File: src/rtl/muldiv_seq_pkg.sv
// Shared types for the multi-cycle multiply/divide sequencer.
package muldiv_seq_pkg;

    typedef enum logic [2:0] {
        OP_MUL    = 3'd0,
        OP_MULH   = 3'd1,
        OP_MULHSU = 3'd2,
        OP_MULHU  = 3'd3,
        OP_DIV    = 3'd4,
        OP_DIVU   = 3'd5,
        OP_REM    = 3'd6,
        OP_REMU   = 3'd7
    } muldiv_op_e;

    typedef logic [1:0] muldiv_state_e;

    localparam muldiv_state_e ST_IDLE = 2'd0;
    localparam muldiv_state_e ST_MUL  = 2'd1;
    localparam muldiv_state_e ST_DIV  = 2'd2;
    localparam muldiv_state_e ST_DONE = 2'd3;

endpackage

File: src/rtl/muldiv_seq_div_step.sv
// One combinational restoring-division step: shift in the next dividend bit,
// subtract the divisor when it fits and record the quotient bit.
module div_step #(
    parameter int XLEN = 32
) (
    input  logic [XLEN-1:0] rem_in,
    input  logic [XLEN-1:0] q_in,
    input  logic [XLEN-1:0] divisor,
    output logic [XLEN-1:0] rem_out,
    output logic [XLEN-1:0] q_out
);

    // The shifted remainder keeps one extra bit so unsigned divisors at or
    // above 2^(XLEN-1) still compare correctly.
    logic [XLEN:0] shifted;

    always_comb begin
        shifted = {rem_in, q_in[XLEN-1]};
        if (shifted >= {1'b0, divisor}) begin
            rem_out = shifted[XLEN-1:0] - divisor;
            q_out   = {q_in[XLEN-2:0], 1'b1};
        end else begin
            rem_out = shifted[XLEN-1:0];
            q_out   = {q_in[XLEN-2:0], 1'b0};
        end
    end

endmodule

File: src/rtl/muldiv_seq.sv
// EX-stage multiply/divide sequencer: registered full-width product for MUL*,
// radix-2 restoring divider for DIV*/REM*, one-cycle done pulse per operation.
module muldiv_seq
    import muldiv_seq_pkg::*;
#(
    parameter int XLEN  = 32,
    parameter int CNT_W = $clog2(XLEN)
) (
    input  logic            clk,
    input  logic            reset,
    input  logic            start,
    input  logic [2:0]      op,
    input  logic [XLEN-1:0] a,
    input  logic [XLEN-1:0] b,
    input  logic            flush,
    output logic            busy,
    output logic            done,
    output logic [XLEN-1:0] result
);

    muldiv_state_e     state;
    muldiv_op_e        op_q;
    logic [2*XLEN-1:0] product;
    logic [XLEN-1:0]   q;
    logic [XLEN-1:0]   rem;
    logic [XLEN-1:0]   divisor;
    logic [CNT_W-1:0]  cnt;
    logic              neg_q;
    logic              neg_r;

    muldiv_op_e        op_in;
    logic              mul_sa;
    logic              mul_sb;
    logic [2*XLEN-1:0] ext_a;
    logic [2*XLEN-1:0] ext_b;
    logic              div_signed;
    logic              a_neg;
    logic              b_neg;
    logic [XLEN-1:0]   abs_a;
    logic [XLEN-1:0]   abs_b;
    logic              div_zero;
    logic              div_ovf;
    logic [XLEN-1:0]   special_res;
    logic [XLEN-1:0]   step_rem;
    logic [XLEN-1:0]   step_q;
    logic [XLEN-1:0]   quot_fix;
    logic [XLEN-1:0]   rem_fix;
    logic [XLEN-1:0]   div_res;
    logic [XLEN-1:0]   mul_res;

    assign op_in      = muldiv_op_e'(op);
    assign mul_sa     = (op_in != OP_MULHU);
    assign mul_sb     = (op_in == OP_MUL) || (op_in == OP_MULH);
    assign ext_a      = {{XLEN{mul_sa & a[XLEN-1]}}, a};
    assign ext_b      = {{XLEN{mul_sb & b[XLEN-1]}}, b};

    // Signed divide ops (DIV, REM) have funct3[0] clear.
    assign div_signed = ~op[0];
    assign a_neg      = div_signed & a[XLEN-1];
    assign b_neg      = div_signed & b[XLEN-1];
    assign abs_a      = a_neg ? -a : a;
    assign abs_b      = b_neg ? -b : b;
    assign div_zero   = (b == '0);
    assign div_ovf    = div_signed && (a == {1'b1, {(XLEN-1){1'b0}}}) && (b == '1);
    assign special_res = div_zero ? (op[1] ? a : '1) : (op[1] ? '0 : a);

    div_step #(.XLEN(XLEN)) u_div_step (
        .rem_in  (rem),
        .q_in    (q),
        .divisor (divisor),
        .rem_out (step_rem),
        .q_out   (step_q)
    );

    assign quot_fix = neg_q ? -step_q : step_q;
    assign rem_fix  = neg_r ? -step_rem : step_rem;
    assign div_res  = op_q[1] ? rem_fix : quot_fix;
    assign mul_res  = (op_q == OP_MUL) ? product[XLEN-1:0] : product[2*XLEN-1:XLEN];

    assign busy = (state == ST_MUL) || (state == ST_DIV);
    assign done = (state == ST_DONE);

    // Flush takes priority over everything except reset; result is only
    // written on the transition into DONE.
    always_ff @(posedge clk) begin
        if (!reset) begin
            state   <= ST_IDLE;
            op_q    <= OP_MUL;
            product <= '0;
            q       <= '0;
            rem     <= '0;
            divisor <= '0;
            cnt     <= '0;
            neg_q   <= 1'b0;
            neg_r   <= 1'b0;
            result  <= '0;
        end else if (flush) begin
            state <= ST_IDLE;
        end else begin
            case (state)
                ST_IDLE: begin
                    if (start) begin
                        op_q <= op_in;
                        if (!op[2]) begin
                            product <= ext_a * ext_b;
                            state   <= ST_MUL;
                        end else if (div_zero || div_ovf) begin
                            result <= special_res;
                            state  <= ST_DONE;
                        end else begin
                            q       <= abs_a;
                            divisor <= abs_b;
                            rem     <= '0;
                            cnt     <= CNT_W'(XLEN-1);
                            neg_q   <= a_neg ^ b_neg;
                            neg_r   <= a_neg;
                            state   <= ST_DIV;
                        end
                    end
                end
                ST_MUL: begin
                    result <= mul_res;
                    state  <= ST_DONE;
                end
                ST_DIV: begin
                    rem <= step_rem;
                    q   <= step_q;
                    if (cnt == '0) begin
                        result <= div_res;
                        state  <= ST_DONE;
                    end else begin
                        cnt <= cnt - 1'b1;
                    end
                end
                default: state <= ST_IDLE;
            endcase
        end
    end

endmodule

File: config.mk
export PLATFORM = sky130hd
export DESIGN_NAME = muldiv_seq
export DESIGN_NICKNAME = d
export VERILOG_FILES = /design/src/rtl/muldiv_seq_pkg.sv /design/src/rtl/muldiv_seq_div_step.sv /design/src/rtl/muldiv_seq.sv
export SDC_FILE = /design/constraint.sdc
export NUM_CORES = 2
export LEC_CHECK = 0
export CORE_AREA = 3 3 288 290
export CTS_CLUSTER_SIZE = 40
export DETAILED_ROUTE_END_ITERATION = 7
export DIE_AREA = 0 0 291 293
export GPL_TIMING_DRIVEN = 0
export PLACE_DENSITY_LB_ADDON = 0.05
export RECOVER_POWER = 100
export SLEW_MARGIN = 20
export SYNTH_ARGS = -nofsm -noshare
export SYNTH_HDL_FRONTEND = slang
export SYNTH_SLANG_ARGS = --single-unit
File: constraint.sdc
create_clock -name clk -period 13.4 [get_ports clk]
set_input_delay 2.68 -clock clk [delete_from_list [all_inputs] [get_ports clk]]
set_output_delay 2.68 -clock clk [all_outputs]
set_load 0.01 [all_outputs]
# After elaboration in Yosys (flattened, before gate mapping)
# Cells that the tools add are included.
# word_totals
out_inout_bits	34
wordCells	95
regBits	204
# classes
mux	34
add_sub_neg	6
magnitude_cmp	1
n_eq_ne	13
multipliers	1
n_reduce_logical	20
bitwise_logic	10
# ops
cell	n
$mux 32	20
$neg 32->32	4
$pmux 32 s2	2
$pmux 32 s3	1
$eq 32x32->1 const B	2
$mul 33x33->64	1
$ge 33x32->1	1
$logic_not 32->1	1
$sub 32x32->32	1
$mux 5	4
$reduce_and 6->1	2
$ne 2x2->1 const B	5
$pmux 5 s2	1
$reduce_and 5->1	2
$logic_not 3->1	2
$mux 2	3
$pmux 2 s3	1
$logic_not 5->1	1
$not 1->1	5
$sub 5x1->5 const B	1
$and 1x1->1	4
$eq 2x2->1 const B	2
$reduce_and 4->1	1
$eq 3x1->1 const B	1
other kinds (13)	17

# Logic depth before layout (Yosys ltp)
# logic_depth
ltp_word	8
depth_mapped	33
mapped_depth_nobuf	30

# By module
# A second synthesis with hierarchy kept.
# hier_totals
hier_cells	6162
area_unflattened_um2	52355.2
# by_module_without_submodules
module	seq_area_each_um2	area_per_inst_um2	cells_per_inst	n_inst
muldiv_seq	4083.9	49791.5	5808	1
div_step	0.0	2563.7	354	1

# Worst setup path after synthesis
# Ideal clock, no wire load.
# synth_path
kind	input-to-reg
from	input a[31]
to	register product[63]
setup_slack_ns	2.651
arrival_ns	10.657
path_stages	27
path_buffers	3
cell_sequence	clkbuf_1 -> inv_1 -> a31oi_1 -> clkbuf_1 -> clkbuf_1 -> nand2_1 -> fa_1 -> fa_1 -> inv_1 -> fa_1 -> fa_1 -> inv_1 -> fa_1 -> fa_1 -> fa_1 -> fa_1 -> inv_1 -> ha_1 -> nand2_1 -> nor2_1 -> nand2_1 -> nor3b_1 -> a2111oi_2 -> o31ai_1 -> a221oi_1 -> and3_1 -> nor4_1
# synth_via
elab_chain_len	2
# synth_rtl
item	line	rtl
start: declaration	muldiv_seq.sv:13	input logic [XLEN-1:0] a,
$and 1x1->1	muldiv_seq.sv:54	assign ext_a = {{XLEN{mul_sa & a[XLEN-1]}}, a};
$mul 33x33->64 (*)	muldiv_seq.sv:105	product <= ext_a * ext_b;
end signal: assignment	muldiv_seq.sv:105	
end: declaration	muldiv_seq.sv:23	logic [2*XLEN-1:0] product;
# Mark *: on every way between the ends. The rest lies on a longest branch, timed or not.
# A chain may end at the register's enable or synchronous reset.

# Final worst setup path
# layout_path
from	input a[6]
to	register product[63]
# layout_via
elab_chain_len	1
# layout_rtl
item	line
$mul 33x33->64	muldiv_seq.sv:105
# Every way passes these cells.

==> results.py <==
metrics = {
    "timing": {
        "whs_ps": 454,
        "setup_tns_ps": 0,
        "worstMarginPinSlew_ps": 1340,
        "fin_skew_ps": 24.3,
        "slew_headroom_pct": 10.7,
        "rsz0062_at_grt": "false",
        "period_needed_ps": 13120,
        "setup_violations": 0,
        "layout_setup_ws_ps": 280,
        "fmax_mhz": 76.2,
        "fin_crit_sh_pct": 97.9,
        "drv_slew": 0,
        "hold_viol_final": 0,
    },
    "clocking": {
        "cts_buffer_depth": 3,
        "clk_latency_ps": 580,
        "cts_sinks": 204,
        "h-tree-depth": 1,
        "clkTransAtPathRegs_ps": 70,
        "numCtsBuffers": 24,
        "cts_tree": "built",
        "post-cts-setup-buffers": 0,
        "ctsRootBufferMaster": "clkbuf_16",
    },
    "layout": {
        "seqCellArea_um2": 4080,
        "multi_input_area_um2": 42000,
        "final_nets": 7742,
        "final_area_um2": 55300,
        "area_delta_synth_final_pct": 5.76,
        "layout_commonest_cell": "inv_1",
        "final_cell_mix": "1243 x inv_1, 1126 x fa_1, 1004 x nand2_1",
        "drive_above_1_share_pct": 2.06,
        "nFillCells": 6631,
    },
    "synthesis": {
        "synth_edf_count": 0,
        "post_synth_num_cell_types": 88,
        "synth_seq_area_share_pct": 7.81,
        "syn_avg_cell_area_um2": 8.45,
        "synth_fp_nets": 7639,
        "synth_top_flop_cell": "dfxtp_1",
        "netlist_instances": 6187,
        "ys_warn_count": 0,
        "yosys_register_bits": 204,
        "synthArstFlopShare_pct": 0,
        "netlist_area_um2": 52300,
    },
    "place": {
        "dp_hpwl_um": 176000,
        "gp_congestion": 1.09,
        "numPortBuffers": 76,
        "pre_cts_ws_ps": -1190,
        "place_area_um2": 54400,
    },
    "critical_path": {
        "worst_ep_arrival_time_ps": 13530,
        "critical_path.most_common_cell": "fa_1",
        "cp_max_fo": 10,
        "worstSetupEndpointType": "register",
        "cp_slowest_cell": "clkbuf_1",
        "cp-start-kind": "input port",
        "crit_family": "adder cells",
        "critical_path_buf_inv_count": 6,
        "crit-reg2reg-launch": "rem[2]",
        "crit_path_max_incr_delay_ps": 920,
        "startpoint": "a[6]",
        "crit_type": "input port to register",
        "worstPathRequired_ps": 13810,
    },
    "floorplan": {
        "num_io_pins": 105,
        "start_util_pct": 64.9,
        "chipHeight_um": 293,
        "rows": 104,
        "die_w_um": 291,
        "core-area_um2": 80500,
        "dieArea_um2": 85300,
    },
    "global_route": {
        "grt_max_degree": 24,
        "grt_pass1_wl_um": 310000,
        "grt_pass1_vias": 47543,
        "track_usage_pct": 50.1,
        "overflow": 0,
        "antenna_found_initial": 19,
    },
    "drt": {
        "dr.pass1.iters": 8,
        "routedWlPerCell_um": 28.9,
        "vias_per_cell": 6.42,
        "drc": 3,
        "routed_wl_um": 213000,
        "ant_nets": 0,
        "vias": 47401,
        "drt_iter0_markers": 6315,
    },
    "outcome": {
        "status": "finished, violations left",
        "violations": "design-rule violations",
    },
    "flow_run": {
        "cap_violations": 0,
    },
    "worst_hold_path": {
        "hp-start": "divisor[22]",
        "worstHoldPathType": "register to register",
    },
}
==> registers in the layout, indices dropped and copies added, names as in the netlist <==
register	count
result	32
rem	32
q	32
product	64
neg_q	1
op_q	3
cnt	5
neg_r	1
divisor	32
state	2
==> kinds of logic after synthesis <==
logic type,synth area share [%]
flip-flops,7.81
AO/OA/AOI/OAI,10.4
adder cells (fa/ha/maj),49.2
AND/OR/NAND/NOR,16.4
buffers and inverters,11.9
XOR/XNOR,3.20
multiplexers,1.13
==> metrics by stage <==
stage | utilization [%] | std cells
after floorplan | - | 6187
after detailed placement | 67.5 | 7323
after global routing | 68.6 | 7369
after global placement | 67.5 | 7323
after CTS | 68.6 | 7366
final | 68.7 | 7384
==> worst min-delay path, stage by stage, from the launching register on <==
cell and delay [ps]:
dfxtp_1 310, nand2_1 50, a21oi_1 50
==> layout make-up <==
cell class / count / share of cell area [%]
clock inverters: 12 / 0.290
multi-input cells: 4340 / 76.0
clock buffers: 31 / 1.21
inverters: 1247 / 8.46
flip-flops and latches: 204 / 7.39
diodes: 17 / 0.0769
well taps: 1060 / 2.40
plain buffers: 396 / 2.79
repair buffers: 77 / 1.40
==> path summary, 6_finish.rpt <==
path / endpoint / slack, ps / cells after the start
max: product[63] / 280 / 27
min: divisor[22] / 450 / 2
max reg2reg: result[24] / 5880 / 21
min reg2reg: divisor[22] / 450 / 2
==> synthesized netlist by cell type, types with 32 or more instances <==
cell      number  share of area (%)
clkbuf_1     278                2.0
a21oi_1      254                2.4
xor2_1        80                1.3
a211oi_1      67               0.96
a21o_1        44               0.63
dfxtp_1      204                7.8
o22ai_1       32               0.38
nor2_1       270                1.9
o31ai_1       42               0.60
o21ai_0      132                1.3
ha_1         255                6.1
nand2_1     1004                7.2
mux2i_1       40               0.77
and2_1       330                3.9
nor3_1        45               0.43
xnor2_1      111                1.9
fa_1        1126                 43
buf_1         98               0.70
inv_1       1243                8.9
nand3_1       51               0.49
==> routing by layer <==
metal | track usage (%) | vias up | routed length [um]
li1 | - | 19193 | -
met5 | 0 | - | 33
met2 | 70.8 | 3908 | 86000
met1 | 62.7 | 23210 | 72200
met3 | 21.5 | 1086 | 35500
met4 | 33.7 | 4 | 19400
==> repair_timing <==
action / 4_1_cts / 5_1_grt
resized for setup: 2 / 6
hold buffers: 0 / 0
setup endpoints to repair: 4 / 3
hold endpoints to repair: 0 / 0
Power is left out: the tool's default activity adds up to more than one toggle a clock period on the data nets, which glitch-free logic cannot reach.
